### src/rtl/afifo_pkg.sv
// rtl/afifo_pkg.sv - shared types and sizes for the async FIFO read-side drain
package afifo_pkg;

    localparam int DSIZE_DEFAULT = 8;
    localparam int CNT_W_DEFAULT = 16;
    localparam int BUF_DEPTH     = 2;

    typedef enum logic [1:0] {
        IDLE,
        RUN,
        FLUSH
    } drain_state_t;

endpackage

### src/rtl/afifo_skid_buf.sv
// rtl/afifo_skid_buf.sv - 2-entry order-preserving output buffer with synchronous clear
module afifo_skid_buf
    import afifo_pkg::*;
#(
    parameter int DSIZE = DSIZE_DEFAULT
) (
    input  logic             clk_i,
    input  logic             rst_i,
    input  logic             push_i,
    input  logic [DSIZE-1:0] push_data_i,
    input  logic             pop_i,
    input  logic             clr_i,
    output logic [1:0]       count_o,
    output logic [DSIZE-1:0] head_o,
    output logic             valid_o
);

    logic [DSIZE-1:0] mem_q [BUF_DEPTH];
    logic             wr_ptr_q;
    logic             rd_ptr_q;
    logic [1:0]       count_q;

    // Clear wins over a same-edge push or pop; the caller guards push against a full buffer.
    always_ff @(posedge clk_i or posedge rst_i) begin
        if (rst_i) begin
            for (int i = 0; i < BUF_DEPTH; i++) begin
                mem_q[i] <= '0;
            end
            wr_ptr_q <= 1'b0;
            rd_ptr_q <= 1'b0;
            count_q  <= 2'd0;
        end else if (clr_i) begin
            wr_ptr_q <= 1'b0;
            rd_ptr_q <= 1'b0;
            count_q  <= 2'd0;
        end else begin
            if (push_i) begin
                mem_q[wr_ptr_q] <= push_data_i;
                wr_ptr_q        <= ~wr_ptr_q;
            end
            if (pop_i) begin
                rd_ptr_q <= ~rd_ptr_q;
            end
            count_q <= count_q + {1'b0, push_i} - {1'b0, pop_i};
        end
    end

    assign count_o = count_q;
    assign valid_o = (count_q != 2'd0);
    assign head_o  = valid_o ? mem_q[rd_ptr_q] : '0;

endmodule

### src/rtl/afifo_rd_drain.sv
// rtl/afifo_rd_drain.sv - read-domain FIFO consumer: pops into a 2-entry buffer, flush/enable FSM, counters
module afifo_rd_drain
    import afifo_pkg::*;
#(
    parameter int DSIZE = DSIZE_DEFAULT,
    parameter int CNT_W = CNT_W_DEFAULT
) (
    input  logic             rd_clk,
    input  logic             rd_rst,
    input  logic [DSIZE-1:0] rd_data,
    input  logic             rd_empty,
    output logic             rd_inc,
    input  logic             en,
    input  logic             flush,
    output logic [DSIZE-1:0] m_data,
    output logic             m_valid,
    input  logic             m_ready,
    output logic             flushing,
    output logic [CNT_W-1:0] beat_cnt,
    output logic [CNT_W-1:0] drop_cnt
);

    drain_state_t     state_q;
    logic             flushing_q;
    logic [CNT_W-1:0] beat_q;
    logic [CNT_W-1:0] drop_q;

    logic [1:0]       buf_count;
    logic [DSIZE-1:0] buf_head;
    logic             buf_valid;
    logic             handshake;
    logic             buf_push;
    logic             buf_clr;

    // Pop decision looks only at state, occupancy and empty so m_ready never reaches rd_inc.
    always_comb begin
        rd_inc = 1'b0;
        case (state_q)
            RUN:     rd_inc = !rd_empty && (buf_count < 2'(BUF_DEPTH));
            FLUSH:   rd_inc = !rd_empty;
            default: rd_inc = 1'b0;
        endcase
    end

    assign m_valid   = buf_valid && (state_q != FLUSH);
    assign m_data    = buf_head;
    assign handshake = m_valid && m_ready;
    assign buf_push  = rd_inc && (state_q == RUN);
    assign buf_clr   = flush || (state_q == FLUSH);

    afifo_skid_buf #(
        .DSIZE (DSIZE)
    ) u_buf (
        .clk_i       (rd_clk),
        .rst_i       (rd_rst),
        .push_i      (buf_push),
        .push_data_i (rd_data),
        .pop_i       (handshake),
        .clr_i       (buf_clr),
        .count_o     (buf_count),
        .head_o      (buf_head),
        .valid_o     (buf_valid)
    );

    always_ff @(posedge rd_clk or posedge rd_rst) begin
        if (rd_rst) begin
            state_q    <= IDLE;
            flushing_q <= 1'b0;
        end else if (flush) begin
            state_q    <= FLUSH;
            flushing_q <= 1'b1;
        end else begin
            case (state_q)
                IDLE: if (en) state_q <= RUN;
                RUN:  if (!en) state_q <= IDLE;
                FLUSH: begin
                    if (rd_empty) begin
                        state_q    <= IDLE;
                        flushing_q <= 1'b0;
                    end
                end
                default: begin
                    state_q    <= IDLE;
                    flushing_q <= 1'b0;
                end
            endcase
        end
    end

    // Beats wrap; drops stick at all-ones so a long flush cannot alias back to a small count.
    always_ff @(posedge rd_clk or posedge rd_rst) begin
        if (rd_rst) begin
            beat_q <= '0;
            drop_q <= '0;
        end else begin
            if (handshake) begin
                beat_q <= beat_q + CNT_W'(1);
            end
            if ((state_q == FLUSH) && rd_inc && (drop_q != '1)) begin
                drop_q <= drop_q + CNT_W'(1);
            end
        end
    end

    assign flushing = flushing_q;
    assign beat_cnt = beat_q;
    assign drop_cnt = drop_q;

endmodule

### config.mk
export PLATFORM = sky130hd
export DESIGN_NAME = afifo_rd_drain
export DESIGN_NICKNAME = d
export VERILOG_FILES = /design/src/rtl/afifo_pkg.sv /design/src/rtl/afifo_skid_buf.sv /design/src/rtl/afifo_rd_drain.sv
export SDC_FILE = /design/constraint.sdc
export NUM_CORES = 1
export LEC_CHECK = 0
export ABC_AREA = 1
export CAP_MARGIN = 25
export CELL_PAD_IN_SITES_DETAIL_PLACEMENT = 1
export CELL_PAD_IN_SITES_GLOBAL_PLACEMENT = 2
export CORE_ASPECT_RATIO = 1.2
export CORE_MARGIN = 2
export CORE_UTILIZATION = 33
export CTS_BUF_LIST = sky130_fd_sc_hd__clkbuf_4
export DETAILED_ROUTE_END_ITERATION = 7
export PLACE_DENSITY = 0.9
export SYNTH_ARGS = -nofsm -noshare
export SYNTH_HDL_FRONTEND = slang
export SYNTH_SLANG_ARGS = --single-unit
### constraint.sdc
create_clock -name rd_clk -period 3.05 [get_ports rd_clk]
set_input_delay 0.61 -clock rd_clk [delete_from_list [all_inputs] [get_ports rd_clk]]
set_output_delay 0.61 -clock rd_clk [all_outputs]
set_load 0.05 [all_outputs]
Word-level counts from Yosys, hierarchy flattened:

Cells that the tools add are included.

* bits in registers: 55
* bits of input ports: 14
* logic and storage cells: 68

* add/subtract/negate cells: 4
* order comparisons: 4
* equality and inequality tests: 8
* muxes and demuxes: 21
* bitwise gates (word level): 5
* reductions and logical operators: 17

Operators by type and width (count)
* 8-bit two-way mux: 5
* 16-bit by 1-bit adder with 16-bit output (second input constant): 2
* 16-bit bitwise mux: 1
* 16-bit inequality test (second input constant): 1
* 2-bit two-way mux: 5
* 3-bit inequality test (second input constant): 3
* 8-bit demux with 1-bit select: 1
* 1-bit logical AND: 7
* 1-bit two-way mux: 6
* 2-bit case mux with 3 select lines: 1
* 2-bit nonzero test: 3
* 2-bit greater-or-equal comparator (second input constant): 2
* 1-bit NOT with 2-bit output: 2
* 1-bit case mux with 2 select lines: 2
* 2-bit AND reduction: 2
* 1-bit NOT: 3
* 3-bit AND reduction: 1
* 2-bit by 1-bit adder with 2-bit output: 1
* 2-bit by 1-bit equality test with 1-bit output (second input constant): 1
* 2-bit equality test (second input constant): 1
* 2-bit logical NOT: 1
* 2-bit by 1-bit less-than comparator with 1-bit output (second input constant): 1
* 2-bit less-than comparator (second input constant): 1
* 2-bit by 1-bit inequality test with 1-bit output (second input constant): 1
* other kinds (5): 5

Depth between registers and ports, before layout:

Gate-level depths: netlist (run 1).

* word-level depth: 7
* depth in mapped cells: 11

Cells and area by module:

From an unflattened synthesis (run 1), not the netlist that was laid out.

* cells, all modules: 397
* area, all modules: 3100.5 um^2

Modules (own cells, without submodules)
* afifo_rd_drain: times used 1, cells an instance 285, area each 2092.0 um^2, sequential area each 875.8 um^2
* afifo_skid_buf: times used 1, cells an instance 112, area each 1008.5 um^2, sequential area each 500.5 um^2

Worst setup path before layout (run 1):

No wires, ideal clock.

* kind: register to output
* start point: register u_buf.rd_ptr_q
* end point: output port m_data[0]
* data arrival time: 1486 ps
* data required time: 2440 ps
* slack: 954 ps
* stages on the path, launching flop included: 5
* buffers on the path: 1
* path through: dfrtp_1 -> clkbuf_1 -> clkinv_1 -> nand2_1 -> a21oi_1

* longest elaborated chain between the ends: 5

Ends and longest elaborated chain
* start: declaration: line afifo_skid_buf.sv:20 `logic rd_ptr_q;`
* start signal: assignment: line afifo_skid_buf.sv:42 `rd_ptr_q <= ~rd_ptr_q;`
* 1-bit NOT with 2-bit output (implied by the code): line afifo_skid_buf.sv:50 `assign head_o = valid_o ? mem_q[rd_ptr_q] : '0;`
* 8-bit two-way mux (implied by the code) (3 in series): line afifo_skid_buf.sv:50
* 8-bit two-way mux: line afifo_skid_buf.sv:50
* end: declaration: line afifo_rd_drain.sv:15 `output logic [DSIZE-1:0] m_data,`

Every way passes these cells. The select of a mux whose other input is x is not followed.

Final worst setup path (run 1):

* start point: register u_buf.rd_ptr_q
* end point: output port m_data[4]

The elaborated chain is that of the path after synthesis.

==> qor.yml, run 1 <==
status: "finished, final reports clean"
n_antenna_cell: 0
die_h_um: 110
worstPathArrival_ns: 2.19
seq_area_frac_synth_pct: 44.7
path_clk_slew_ns: 0.15
place_inst: 589
drv_cap: 0
ios: 57
synth_cell_type_count: 25
rr_worst_depth: 8
vias: 2830
layout_common_cells: "169 x nand2_1, 55 x dfrtp_1, 55 x clkdlybuf4s50_1"
cts_resized: 0
drive_above_1_share_pct: 6.51
place_area_um2: 3780
synth_fp_nets: 436
hold_viol_final: 0
design_area_um2: 3830
drcViolationCount: 0
h-tree-depth: 2
rsz0062_at_grt: "false"
r2r_slack_ns: 1.10
synth_area_um2: 3080
grt_max_degree: 27
crit_start: "u_buf.rd_ptr_q$_DFFE_PP0P_"
drt-met1-wl_um: 3360
p_per_area_nw_per_um2: 417
viasPerCell: 4.75
die_w_um: 92.2
reg2reg_from: "drop_cnt[0]$_DFFE_PP0P_"
cts_num_sinks: 55
period_share_pct: 92.0
syn_inst: 415
fin_skew_ns: 0.00820
critical_path_required_ns: 2.44
hpwl_um: 6100
hold_path_class: "flop to flop"
top_layer: "met4"
leakagePower_nw: 1.79
clk_latency_ns: 0.37
period_minus_slack_ns: 2.80
grt_use_total_pct: 16.9
fillCellCount: 1141
crit_fanout: 10
num_rows: 38
antenna_found_initial: 0
postCtsSetupBuffers: 0
startpoint_type: "flop"
cp-end-kind: "output pin"
ant_nets: 0
worstMarginPinSlew_ns: 0.631
p_total_mw: 1.60
yosys_warnings: 0
drt_iter0_drc: 93
first_pass_iters: 4
wl_per_cell_um: 13.3
fmax_mhz: 357
path_class: "flop to output pin"
root_buffer: "clkbuf_4"
wl_met3_um: 232
initial_utilization_pct: 33.9
wl_met2_um: 4170
grt_overflow_total: 0
reg2reg_to: "drop_cnt[15]$_DFFE_PP0P_"
final_nets: 497
relSlewSlack_pct: 57.9
critPathCapture: "m_data[4]"
numPortBuffers: 56
grt_pass1_wl_um: 13700
cts_made_buffers: 5
core-area_um2: 9080
slew_violations: 0
grt_pass1_vias: 2958
fin_hold_ws_ns: 0.489
finalSetupViolations: 0
routed_wl_um: 7900
synth.avg_cell_area_um2: 7.42
setup_tns_ns: 0
syn_to_final_growth_pct: 24.4
ys_ff_latch: 55
layout.cells.non_filler: 596
ctsLongestPathBuffers: 2
cts-hold-fix-buffers: 0
cts_tree: "yes"
final_common_cell: "nand2_1"
place_congestion: 0.810
die-area_um2: 10100
irDropWorstVdd_v: 0.000424
==> how the worst min path moves through the flow <==
stage	from	end	slack, ns	cells after the start
after floorplan	u_buf.mem_q[0]$_DFFE_PP0P_	u_buf.mem_q[0]$_DFFE_PP0P_	0.44	2
after global placement	u_buf.mem_q[3]$_DFFE_PP0P_	u_buf.mem_q[3]$_DFFE_PP0P_	0.46	2
after detailed placement	u_buf.mem_q[11]$_DFFE_PP0P_	u_buf.mem_q[11]$_DFFE_PP0P_	0.46	2
after CTS	u_buf.mem_q[11]$_DFFE_PP0P_	u_buf.mem_q[11]$_DFFE_PP0P_	0.49	2
after global routing	u_buf.mem_q[8]$_DFFE_PP0P_	u_buf.mem_q[8]$_DFFE_PP0P_	0.53	2
final	u_buf.mem_q[11]$_DFFE_PP0P_	u_buf.mem_q[11]$_DFFE_PP0P_	0.49	2
==> metal layers <==
layer,vias to the layer above,track usage (%)
met2,49,32.5
met4,0,5.65
met5,-,0
met3,12,2.81
met1,1358,19.0
li1,1411,-
==> cell type report <==
cell class                      count  area (um^2)  share of cell area (%)
Multi-Input combinational cell    309         1490                    38.8
Sequential cell                    55         1380                    35.9
Clock inverter                      2         8.76                   0.229
Tap cell                          120          150                    3.92
Inverter                           45          169                    4.41
Clock buffer                        5         37.5                   0.980
Timing Repair Buffer               60          601                    15.7
==> cells in the mapped netlist <==
master | count | area [um^2]
nand2_1 | 169 | 634
dfrtp_1 | 55 | 1380
inv_1 | 39 | 146
nor2_1 | 37 | 139
nand3_1 | 31 | 155
o21ai_0 | 11 | 55.1
xnor2_1 | 10 | 87.6
a21oi_1 | 9 | 45.0
ha_1 | 7 | 87.6
nand4_1 | 7 | 43.8
xor2_1 | 7 | 61.3
nor2_2 | 6 | 37.5
buf_6 | 3 | 33.8
clkinv_1 | 3 | 11.3
inv_2 | 3 | 11.3
nand2_2 | 3 | 18.8
nand3_2 | 3 | 30.0
nand3b_1 | 3 | 22.5
clkbuf_1 | 2 | 7.51
nor2_4 | 2 | 22.5
a211oi_1 | 1 | 7.51
buf_2 | 1 | 5.00
nor3_4 | 1 | 16.3
o21ai_4 | 1 | 16.3
o31ai_1 | 1 | 7.51
==> sequential cells by signal (all words and copies together) (netlist names) <==
name	count
u_buf.wr_ptr_q	1
u_buf.mem_q	16
u_buf.rd_ptr_q	1
flushing	1
beat_cnt	16
u_buf.count_o	2
drop_cnt	16
state_q	2
==> through the flow <==
stage                     util (%)  setup slack [ns]
final                         42.2             0.245
after global routing          42.2             0.125
after CTS                     42.2             0.220
after detailed placement      41.7             0.669
after global placement        41.7             0.717
after floorplan                  -             0.954
==> cell families (layout without fill, tap and decap cells) <==
kind of cell	count (synthesis)	count (layout)	synth area share (%)
AOI/OAI and AO/OA	23	23	4.27
and+or+nand+nor	262	262	36.4
DFF	55	55	44.7
adders and majority gates	7	7	2.84
xor gates and xnor gates	17	17	4.84
buffers and inverters	51	112	6.99
==> power by group <==
part	total [mW]	internal, mW	switching (mW)
Sequential	0.850	0.787	0.0630
Combinational	0.440	0.150	0.290
Clock	0.307	0.0826	0.225
==> worst max-delay path, cell delays in order (launching register included) <==
cell,delay (ns)
dfrtp_1,0.50
clkinv_1,0.22
nand2_1,0.08
a21oi_1,0.19
clkdlybuf4s50_1,0.83
Power figures use the tool's default switching activity.
==> run 2, diff against run 1 <==
- SLEW_MARGIN: not set -> 20
==> results of run 2 <==
No change in the layout: final DEF, timing and power equal those of run 1.
==> run 3, diff against run 2 <==
- RECOVER_POWER: not set -> 25
==> qor.yml, run 3 (synthesis results as in run 1) <==
drcViolationCount: 0  # unchanged
leakagePower_nw: 1.79  # -0.38%
worstMarginPinSlew_ns: 1.08  # +0.453 ns
clk_latency_ns: 0.37  # about the same
slew_violations: 0  # unchanged
grt_pass1_vias: 2958  # unchanged
routed_wl_um: 7890  # about the same
num_rows: 38  # unchanged
cts_made_buffers: 5  # unchanged
numPortBuffers: 56  # unchanged
seq_area_um2: 1380  # unchanged
final_common_cell: "nand2_1"
drt_iter0_drc: 79  # -15%
initial_utilization_pct: 33.9  # unchanged
cts_tree: "yes"
fmax_mhz: 356  # -0.15%
fin_hold_ws_ns: 0.492  # +0.00276 ns
place_area_um2: 3780  # unchanged
wl_per_cell_um: 13.2  # about the same
syn_to_final_growth_pct: 23.9
cts_resized: 0  # unchanged
core-area_um2: 9080  # unchanged
irDropWorstVdd_v: 0.000425  # +0.13%
setup_tns_ns: 0  # unchanged
ctsLongestPathBuffers: 2  # unchanged
root_buffer: "clkbuf_4"
postCtsSetupBuffers: 0  # unchanged
hold_viol_final: 0  # unchanged
grt_pass1_wl_um: 13700  # unchanged
ios: 57  # unchanged
grt_use_total_pct: 16.9  # unchanged
rsz0062_at_grt: "false"
drv_cap: 0  # unchanged
path_clk_slew_ns: 0.15  # about the same
period_share_pct: 92.1  # +0.14 points
path_class: "flop to output pin"
die-area_um2: 10100  # unchanged
design_area_um2: 3810  # -0.42%
period_minus_slack_ns: 2.81  # +0.00419 ns
antenna_found_initial: 0  # unchanged
final_nets: 497  # unchanged
post-route-util_pct: 42.0  # -0.18 points
status: "finished, final reports clean"
worstPathArrival_ns: 2.20  # about the same
first_pass_iters: 4  # unchanged
grt_overflow_total: 0  # unchanged
n_antenna_cell: 0  # unchanged
viasPerCell: 4.75  # about the same
multi_input_area_um2: 1490  # unchanged
vias: 2829  # -0.035%
relSlewSlack_pct: 27.6  # -30 points
grt_max_degree: 27  # unchanged
cp-end-kind: "output pin"
hold_path_class: "flop to flop"
layout_common_cells: "169 x nand2_1, 55 x dfrtp_1, 54 x clkdlybuf4s50_1"
p_per_area_nw_per_um2: 418  # +0.36%
hpwl_um: 6100  # unchanged
finalSetupViolations: 0  # unchanged
die_h_um: 110  # unchanged
p_total_mw: 1.60  # about the same
h-tree-depth: 2  # unchanged
rr_worst_depth: 8  # unchanged
place_congestion: 0.810  # unchanged
cts-hold-fix-buffers: 0  # unchanged
fin_skew_ns: 0.00870  # +0.000502 ns
cts_num_sinks: 55  # unchanged
whs_path_depth: 2  # unchanged
drive_above_1_share_pct: 6.09  # -0.42 points
startpoint_type: "flop"
ant_nets: 0  # unchanged
crit_fanout: 10  # unchanged
die_w_um: 92.2  # unchanged
critical_path_required_ns: 2.44  # about the same
fillCellCount: 1141  # unchanged
## run 3: changes by cell type in the layout (fill, tap and decap cells not counted), sizes merged
cell / previous run / this run
buf: 5 / 4
clkbuf: 5 / 6
clkdlybuf4s50: 55 / 54
dlygate4sd3: 0 / 1
## run 3: worst paths after layout
path / slack (ns) / end / startpoint
worst max-delay path: 0.24 / m_data[4] / u_buf.rd_ptr_q$_DFFE_PP0P_
worst min-delay path: 0.49 / u_buf.mem_q[11]$_DFFE_PP0P_ / u_buf.mem_q[11]$_DFFE_PP0P_
worst max register to register: 1.10 / drop_cnt[15]$_DFFE_PP0P_ / drop_cnt[0]$_DFFE_PP0P_
worst min register to register: 0.49 / u_buf.mem_q[11]$_DFFE_PP0P_ / u_buf.mem_q[11]$_DFFE_PP0P_
max in group asynchronous: 0.59 / u_buf.mem_q[0]$_DFFE_PP0P_ / rd_rst
min in group asynchronous: 0.93 / u_buf.mem_q[3]$_DFFE_PP0P_ / rd_rst
## run 3: layout make-up
cell class              count  area share (%)
flip-flops and latches     55            36.1
clock buffers               5           0.984
well taps                 120            3.94
clock inverters             2           0.230
multi-input cells         309            39.0
inverters                  45            4.43
repair buffers             60            15.3
## run 3: power breakdown
part	internal (mW)	switching (mW)
Clock	0.0826	0.227
Combinational	0.147	0.289
Sequential	0.787	0.0634
Total	1.02	0.579
## run 3: stage by stage
stage               std cells  setup slack, ns
global placement          589            0.717
floorplan                 415            0.954
CTS                       596            0.220
global route              596            0.125
finish                    596            0.241
detailed placement        589            0.669
## run 3: critical path: stages, from the launching register on
cell             delay, ns
dfrtp_1               0.50
clkinv_1              0.22
nand2_1               0.08
a21oi_1               0.19
clkdlybuf4s50_1       0.83
## run 3: metal layers
layer	wire, um	track usage, %
met5	0	0
met4	133	5.65
met3	237	2.81
met2	4180	32.5
met1	3340	19.0
